==> config.mk <==
export PLATFORM = sky130hd
export DESIGN_NAME = bar_conditioner
export DESIGN_NICKNAME = d
export VERILOG_FILES = /design/src/rtl/bar_conditioner.sv
export SDC_FILE = /design/constraint.sdc
export NUM_CORES = 2
export LEC_CHECK = 0
export BUFFER_PORTS_ARGS = -buffer_cell sky130_fd_sc_hd__buf_2
export CORE_UTILIZATION = 40
export CTS_CLUSTER_SIZE = 20
export DETAILED_ROUTE_END_ITERATION = 8
export PLACE_DENSITY = 0.66
export SYNTH_ARGS = -nofsm -noshare
export SYNTH_HDL_FRONTEND = slang
export SYNTH_SLANG_ARGS = --single-unit
==> constraint.sdc <==
create_clock -name clk_25 -period 22.8 [get_ports clk_25]
set_input_delay 4.56 -clock clk_25 [delete_from_list [all_inputs] [get_ports clk_25]]
set_output_delay 4.56 -clock clk_25 [all_outputs]
set_load 0.05 [all_outputs]
==> src/rtl/bar_conditioner.sv <==
// Spectrum bar conditioner for the VGA stage.
// A frame of signed per-bar samples is snapshotted on start. Bars are then
// processed one per clock into working registers: magnitude, scale, clamp,
// smoothed fall and peak-hold. All bars are published together on commit.
module bar_conditioner #(
  parameter int NUM_BARS    = 16,
  parameter int IN_W        = 18,
  parameter int H_W         = 9,
  parameter int SCALE_SHIFT = 8,
  parameter int MAX_H       = 400,
  parameter int DECAY_SHIFT = 3,
  parameter int HOLD_FRAMES = 30
) (
  input  logic            clk_25,
  input  logic            rst,
  input  logic            start,
  input  logic [IN_W-1:0] samples [NUM_BARS],
  output logic            busy,
  output logic            done,
  output logic [H_W-1:0]  heights [NUM_BARS],
  output logic [H_W-1:0]  peaks   [NUM_BARS]
);

  localparam int IDX_W = (NUM_BARS > 1) ? $clog2(NUM_BARS) : 1;
  localparam int HC_W  = (HOLD_FRAMES > 0) ? $clog2(HOLD_FRAMES + 1) : 1;

  localparam logic [IN_W-1:0] MOST_NEG  = {1'b1, {(IN_W-1){1'b0}}};
  localparam logic [IN_W-1:0] MAX_MAG   = {1'b0, {(IN_W-1){1'b1}}};
  localparam logic [IN_W-1:0] MAX_H_IN  = IN_W'(MAX_H);
  localparam logic [H_W-1:0]  MAX_H_H   = H_W'(MAX_H);
  localparam logic [HC_W-1:0] HOLD_INIT = HC_W'(HOLD_FRAMES);
  localparam logic [IDX_W-1:0] LAST_IDX = IDX_W'(NUM_BARS - 1);

  typedef enum logic [1:0] {IDLE, PROC, COMMIT} state_t;

  state_t           state;
  logic [IDX_W-1:0] idx;
  logic [IN_W-1:0]  snap     [NUM_BARS];
  logic [H_W-1:0]   work_h   [NUM_BARS];
  logic [H_W-1:0]   work_p   [NUM_BARS];
  logic [HC_W-1:0]  hold_cnt [NUM_BARS];

  logic [IN_W-1:0] cur_sample;
  logic [IN_W-1:0] mag;
  logic [IN_W-1:0] scaled;
  logic [H_W-1:0]  target;
  logic [H_W-1:0]  cur_h;
  logic [H_W-1:0]  cur_p;
  logic [H_W-1:0]  diff;
  logic [H_W-1:0]  step;
  logic [H_W-1:0]  new_h;
  logic [H_W-1:0]  new_p;
  logic [HC_W-1:0] cur_hold;
  logic [HC_W-1:0] new_hold;

  // Per-bar update for the bar currently selected by idx
  always_comb begin
    cur_sample = snap[idx];
    cur_h      = work_h[idx];
    cur_p      = work_p[idx];
    cur_hold   = hold_cnt[idx];
    mag        = cur_sample;
    scaled     = '0;
    target     = '0;
    diff       = '0;
    step       = '0;
    new_h      = cur_h;
    new_p      = cur_p;
    new_hold   = cur_hold;

    if (cur_sample[IN_W-1]) begin
      if (cur_sample == MOST_NEG) mag = MAX_MAG;
      else                        mag = -cur_sample;
    end

    scaled = mag >> SCALE_SHIFT;
    if (scaled > MAX_H_IN) target = MAX_H_H;
    else                   target = H_W'(scaled);

    if (target >= cur_h) begin
      new_h = target;
    end else begin
      diff = cur_h - target;
      step = diff >> DECAY_SHIFT;
      if (step == '0) step = H_W'(1);
      if (diff <= step) new_h = target;
      else              new_h = cur_h - step;
    end

    if (new_h >= cur_p) begin
      new_p    = new_h;
      new_hold = HOLD_INIT;
    end else if (cur_hold != '0) begin
      new_p    = cur_p;
      new_hold = cur_hold - HC_W'(1);
    end else begin
      if ((cur_p - H_W'(1)) > new_h) new_p = cur_p - H_W'(1);
      else                           new_p = new_h;
      new_hold = '0;
    end
  end

  // Frame sequencer: snapshot, walk the bars, then publish everything at once
  always_ff @(posedge clk_25) begin
    if (rst) begin
      state <= IDLE;
      idx   <= '0;
      busy  <= 1'b0;
      done  <= 1'b0;
      for (int i = 0; i < NUM_BARS; i++) begin
        snap[i]     <= '0;
        work_h[i]   <= '0;
        work_p[i]   <= '0;
        hold_cnt[i] <= '0;
        heights[i]  <= '0;
        peaks[i]    <= '0;
      end
    end else begin
      done <= 1'b0;
      case (state)
        IDLE: begin
          if (start) begin
            for (int i = 0; i < NUM_BARS; i++) snap[i] <= samples[i];
            idx   <= '0;
            busy  <= 1'b1;
            state <= PROC;
          end
        end
        PROC: begin
          work_h[idx]   <= new_h;
          work_p[idx]   <= new_p;
          hold_cnt[idx] <= new_hold;
          if (idx == LAST_IDX) state <= COMMIT;
          else                 idx   <= idx + IDX_W'(1);
        end
        COMMIT: begin
          for (int i = 0; i < NUM_BARS; i++) begin
            heights[i] <= work_h[i];
            peaks[i]   <= work_p[i];
          end
          done  <= 1'b1;
          busy  <= 1'b0;
          idx   <= '0;
          state <= IDLE;
        end
        default: begin
          busy  <= 1'b0;
          idx   <= '0;
          state <= IDLE;
        end
      endcase
    end
  end

endmodule

After elaboration in Yosys (flattened, before gate mapping)
Memories as Yosys holds them, arrays and structs flattened. A register that Yosys moved wholly into a read port is not among the register bits.
Index checks and enable logic that the tools add are counted.
Cells by class
  eq/ne operators: 7
  reduce and logical (&&, ||, !) cells: 9
  add/subtract/negate cells: 6
  bitwise operators: 17
  muxes and demuxes: 63
  $lt $le $gt $ge: 5
Operators with widths (count)
  $mux 18: 18
  $mux 9: 9
  $mux 4: 13
  $eq 18x18->1 const B: 1
  $ge 9x9->1: 2
  $neg 18->18: 1
  $reduce_or 9->1: 2
  $sub 9x9->9: 2
  $or 1x1->1: 16
  $mux 5: 3
  $mux 1: 14
  $gt 10x9->1 const B: 1
  $gt 9x9->1: 1
  $le 9x9->1: 1
  $logic_not 9->1: 1
  $sub 9x1->9 const B: 1
  $pmux 4 s2: 1
  $mux 6: 1
  $ne 2x2->1 const B: 3
  $reduce_and 2->1: 3
  $reduce_bool 5->1: 1
  $reduce_or 5->1: 1
  $sub 5x1->5 const B: 1
  $add 4x1->4 const B: 1
  8 further kinds: 9
Word-level totals
  word-level logic and storage cells: 115
  memory bits (writable): 656
  output and inout port bits: 290
  bits in registers: 8
  input port bits: 291
  memories kept: 4
Memories
  snap: words 16, width 18, rd ports 1, clocked after Yosys merged registers in 1, wr ports 16, line 38  | logic [IN_W-1:0] snap [NUM_BARS];
  work_h: words 16, width 9, rd ports 17, clocked after Yosys merged registers in 17, wr ports 16, line 39  | logic [H_W-1:0] work_h [NUM_BARS];
  work_p: words 16, width 9, rd ports 17, clocked after Yosys merged registers in 17, wr ports 16, line 40  | logic [H_W-1:0] work_p [NUM_BARS];
  hold_cnt: words 16, width 5, rd ports 1, clocked after Yosys merged registers in 1, wr ports 16, line 41  | logic [HC_W-1:0] hold_cnt [NUM_BARS];

Logic depth before layout (Yosys ltp)
  depth in word-level cells: 17
  gate-level depth with buffers: 54
  gate-level depth less buffers: 44

Worst setup path after synthesis
OpenSTA, ideal clock, no wires.
  kind: input to register
  start: input port start
  end: memory snap[0][0], enable pin
  path buffers: 0
  library setup time: 0.997 ns
  data arrival time: 17.810 ns
  setup slack: 3.993 ns
  cell stages on the path: 2
  required time: 21.803 ns
  cells stage by stage: nand2b_1 o21bai_1
RTL lines
  start: declaration: line 16  | input logic start,
  end: declaration: line 38

==> results.rst <==
.. list-table::
   :header-rows: 1

   * - Metric
     - Value
   * - Psw
     - 1940 uW
   * - Clk Latency, worst-skew pair
     - 710 ps
   * - Worst Hold Endpoint
     - heights[135]
   * - Area of the multi-input gates
     - 14900 um2
   * - Number of setup buffers added after CTS
     - 0
   * - Multiplexer area fraction after synthesis
     - 9.53%
   * - Power Internal
     - 3360 uW
   * - DR pass1 iterations
     - 8
   * - FF+latch count, synth
     - 956
   * - Post-cts hold buffer count
     - 0
   * - Met3 Usage GRT
     - 4.23%
   * - Detailed Route Iter0 Violations
     - 3363
   * - Filler cell count
     - 9364
   * - Final estimated routing congestion in global placement
     - 0.915
   * - Die Wd
     - 326 um
   * - Number of H-tree branching levels
     - 3
   * - Worst path required time
     - 23170 ps
   * - Register-to-register setup slack
     - 9530 ps
   * - Maximum fanout encountered on the critical timing path
     - 49
   * - Routed wirelength normalized by instance count
     - 25.1 um
   * - Via-to-Cell Ratio
     - 5.60
   * - Synthesis warning total
     - 0
   * - Post-route ant nets
     - 0
   * - Initial cell density of the core
     - 40.4%
   * - Sequential element share of the synthesized area
     - 61.3%
   * - Setup clock skew after layout
     - 44.5 ps
   * - Setup Total Neg Slack
     - 0 ps
   * - Placeable core region
     - 104000 um2
   * - Final Max Slew Viols
     - 0
   * - Syn Area/Cell
     - 12.0 um2
   * - Final period utilization
     - 58.2%
   * - Element type at the critical path start
     - register
   * - Count of cell types in the netlist
     - 89
   * - Overall track demand over capacity in global routing
     - 25.0%
   * - IO buf count
     - 580
   * - Maximum vdd ir drop
     - 0.000133 V
   * - Largest family of logic cells by synthesized area
     - simple AND/OR/NAND/NOR gates
   * - Top cell type by total area after synthesis
     - sky130_fd_sc_hd__edfxtp_1
   * - Top Usage Layer GRT
     - met2
   * - Netlist Area Pre-Place
     - 41900 um2
   * - Data arrival time of the critical path
     - 13640 ps
   * - Clock sink count
     - 956
   * - Clock tree from TritonCTS
     - built
   * - Headroom to the max-slew limit
     - 16.9%
   * - Number of setup violations in the final report
     - 0
   * - Drt total wl
     - 136000 um
   * - Pin count of the biggest net entering global routing
     - 219
   * - Biggest cell delay along the critical path
     - 1110 ps
   * - Proportion of layout cells with a drive suffix above 1
     - 27.6%
   * - Synthesized-area fraction occupied by ao, oa, aoi and oai cells
     - 6.77%
   * - Clock buffers created by TritonCTS
     - 100
   * - Count of flip-flops with a built-in enable after synthesis
     - 656
   * - IO Pins
     - 581
   * - Post-Synth XOR/XNOR Area
     - 0.627%
   * - Peak clock frequency supported by timing
     - 75.4 MHz
   * - GR met2 Demand/Resource
     - 40.2%
   * - Worst Path Class, Setup
     - reg -> reg
   * - Buffer type at the clock tree root
     - sky130_fd_sc_hd__clkbuf_16
   * - Post-layout worst setup margin
     - 9530 ps
   * - Hold path depth
     - 2
   * - Part of the power in registers
     - 37.5%
   * - Adder-cell area share of the yosys netlist
     - 1.38%
   * - Clock transition at the register clock pins on the worst setup and hold paths after CTS
     - 60 ps
   * - Final cell utilization of the core
     - 47.4%
   * - Fraction of post-synthesis cell area in the top cell type by area
     - 47.0%
   * - Number of remaining DRC errors
     - 0
   * - Synth async-reset ratio
     - 0%
   * - FP Rows
     - 118
   * - Post-synthesis instance total
     - 3484
   * - Pwr per Cell Area
     - 108 nW/um2
   * - Hold Path Class
     - reg -> reg
   * - FF-to-FF path depth
     - 44
   * - Synth-to-Final Area Change
     - 17.2%
   * - Synthesized net count
     - 3820
   * - Maximum clock path buffer count
     - 3
   * - Reg-to-reg critical path endpoint
     - work_p[15][0]
   * - Count of vias placed by the detailed router
     - 30200
   * - Met1 GRT Util
     - 33.8%
   * - Clk pwr share
     - 31.3%
   * - Crit path capture type
     - register
   * - Cell at the slowest stage of the critical path
     - sky130_fd_sc_hd__o41ai_4
   * - Minimum setup slack after placement
     - 9510 ps
   * - Worst Max-Slew Pin Slew
     - 1240 ps
   * - First-pass GRT wire length
     - 196000 um
   * - Vias in the first global route
     - 28800
   * - Die height
     - 326 um
   * - Static leakage
     - 0.0189 uW
   * - Commonest cells after routing, fill and taps aside
     - sky130_fd_sc_hd__edfxtp_1 (656), sky130_fd_sc_hd__nand2_1 (614), sky130_fd_sc_hd__buf_2 (579)
   * - Final Net Count
     - 4261
   * - Worst hold margin
     - 451 ps
   * - Setup repair after global routing missed its margin
     - no
   * - Cell seen most often among critical-path stages
     - sky130_fd_sc_hd__a21oi_1
   * - Most common cell after layout, fill and taps aside
     - sky130_fd_sc_hd__edfxtp_1
   * - Simple-gate share of the synthesized area
     - 17.0%
   * - Result of the run
     - finished, final reports clean
   * - Time the final worst path needs with I/O delays and setup
     - 13270 ps
   * - Initial antenna violation count
     - 12
   * - Hold Startpoint
     - heights[135]
   * - Reported max-cap violation count
     - 0
   * - Area used by sequential logic in the layout
     - 25700 um2
   * - Synth top area cells
     - sky130_fd_sc_hd__edfxtp_1 (47%), sky130_fd_sc_hd__dfxtp_1 (14%), sky130_fd_sc_hd__mux4_2 (9.0%)
   * - Die Outline Area
     - 106000 um2
   * - Main synth FF type
     - sky130_fd_sc_hd__edfxtp_1
   * - Half-perimeter wire length after detailed placement
     - 94000 um
   * - Total of cells resized after clock tree synthesis
     - 0
   * - Switching portion of total power
     - 36.6%
   * - Combinational share of power
     - 31.2%
   * - Leftover overflow at the end of global routing
     - 0
   * - Final hold viol count
     - 0
[cell type report]
class	count	area share (%)
well taps	1380	3.51
diodes	7	0.0356
clock inverters	51	1.21
multi-input cells	2201	30.3
clock buffers	135	5.65
inverters	46	0.351
repair buffers	620	6.61
flip-flops and latches	956	52.3
[metrics by stage]
step,cells,power [uW],cell area (um2)
after floorplan,3484,3250,41900
after global placement,5203,3640,45800
after detailed placement,5203,3650,45800
after CTS,5389,5300,49100
after global routing,5396,5500,49200
final,5396,5310,49200
[cell families (layout without fill, tap and decap cells)]
group,Yosys count,in the layout
simple gates,1486,1486
flops,956,956
compound gates,454,454
buf+inv,327,852
mux,186,186
fa+ha+maj,45,45
xor+xnor,30,30
other cells,0,7
[sequential cells by signal, summed over array words and instances (netlist names), named ones only]
register and cells:
work_h 144, done 1, state 2, idx 4, peaks 144, work_p 144
hold_cnt 80, busy 1, heights 144, snap 288
[Yosys cell counts, types with 43 or more instances]
master	instances
sky130_fd_sc_hd__dfxtp_1	300
sky130_fd_sc_hd__a21oi_1	315
sky130_fd_sc_hd__clkbuf_1	217
sky130_fd_sc_hd__ha_1	43
sky130_fd_sc_hd__mux4_2	168
sky130_fd_sc_hd__nand2_1	614
sky130_fd_sc_hd__nor2b_1	124
sky130_fd_sc_hd__inv_1	46
sky130_fd_sc_hd__nor3_1	61
sky130_fd_sc_hd__nor2_1	309
sky130_fd_sc_hd__edfxtp_1	656
sky130_fd_sc_hd__and3_1	188
[worst max-delay path by stage]
stage | startpoint | end | slack, ps | cells past startpoint
6_report | register | work_p[15][0] | 9530 | 44
3_5_place_dp | register | work_p[13][6] | 9510 | 41
4_1_cts | register | work_p[13][6] | 9500 | 41
2_1_floorplan | start | snap[0][0] | 3990 | 2
5_1_grt | register | work_p[2][0] | 8450 | 43
3_3_place_gp | register | work_p[11][6] | 9890 | 41
[power groups by stage]
stage                     Clock (uW)  Sequential, uW  Combinational, uW
after global placement             0            2020               1620
final                           1660            1990               1650
after detailed placement           0            2020               1630
after floorplan                    0            2010               1240
after global routing            1740            1990               1760
after CTS                       1680            1990               1630
[worst max-delay path, delay by kind of cell (launching register included)]
family / cells / cell delay (ps)
AOI/OAI and AO/OA: 18 / 5840
and+or+nand+nor: 13 / 2890
buffers and inverters: 6 / 1540
adders and majority gates: 4 / 1010
muxes: 2 / 670
DFF: 1 / 620
xor gates and xnor gates: 1 / 310
[routing by layer]
metal,vias to the layer above,part of all wire [%]
met5,-,0.024
met4,6,3.7
met3,232,8.1
met2,1464,48
met1,15100,41
li1,13400,-
No activity file was read; power rests on OpenSTA's default activity.
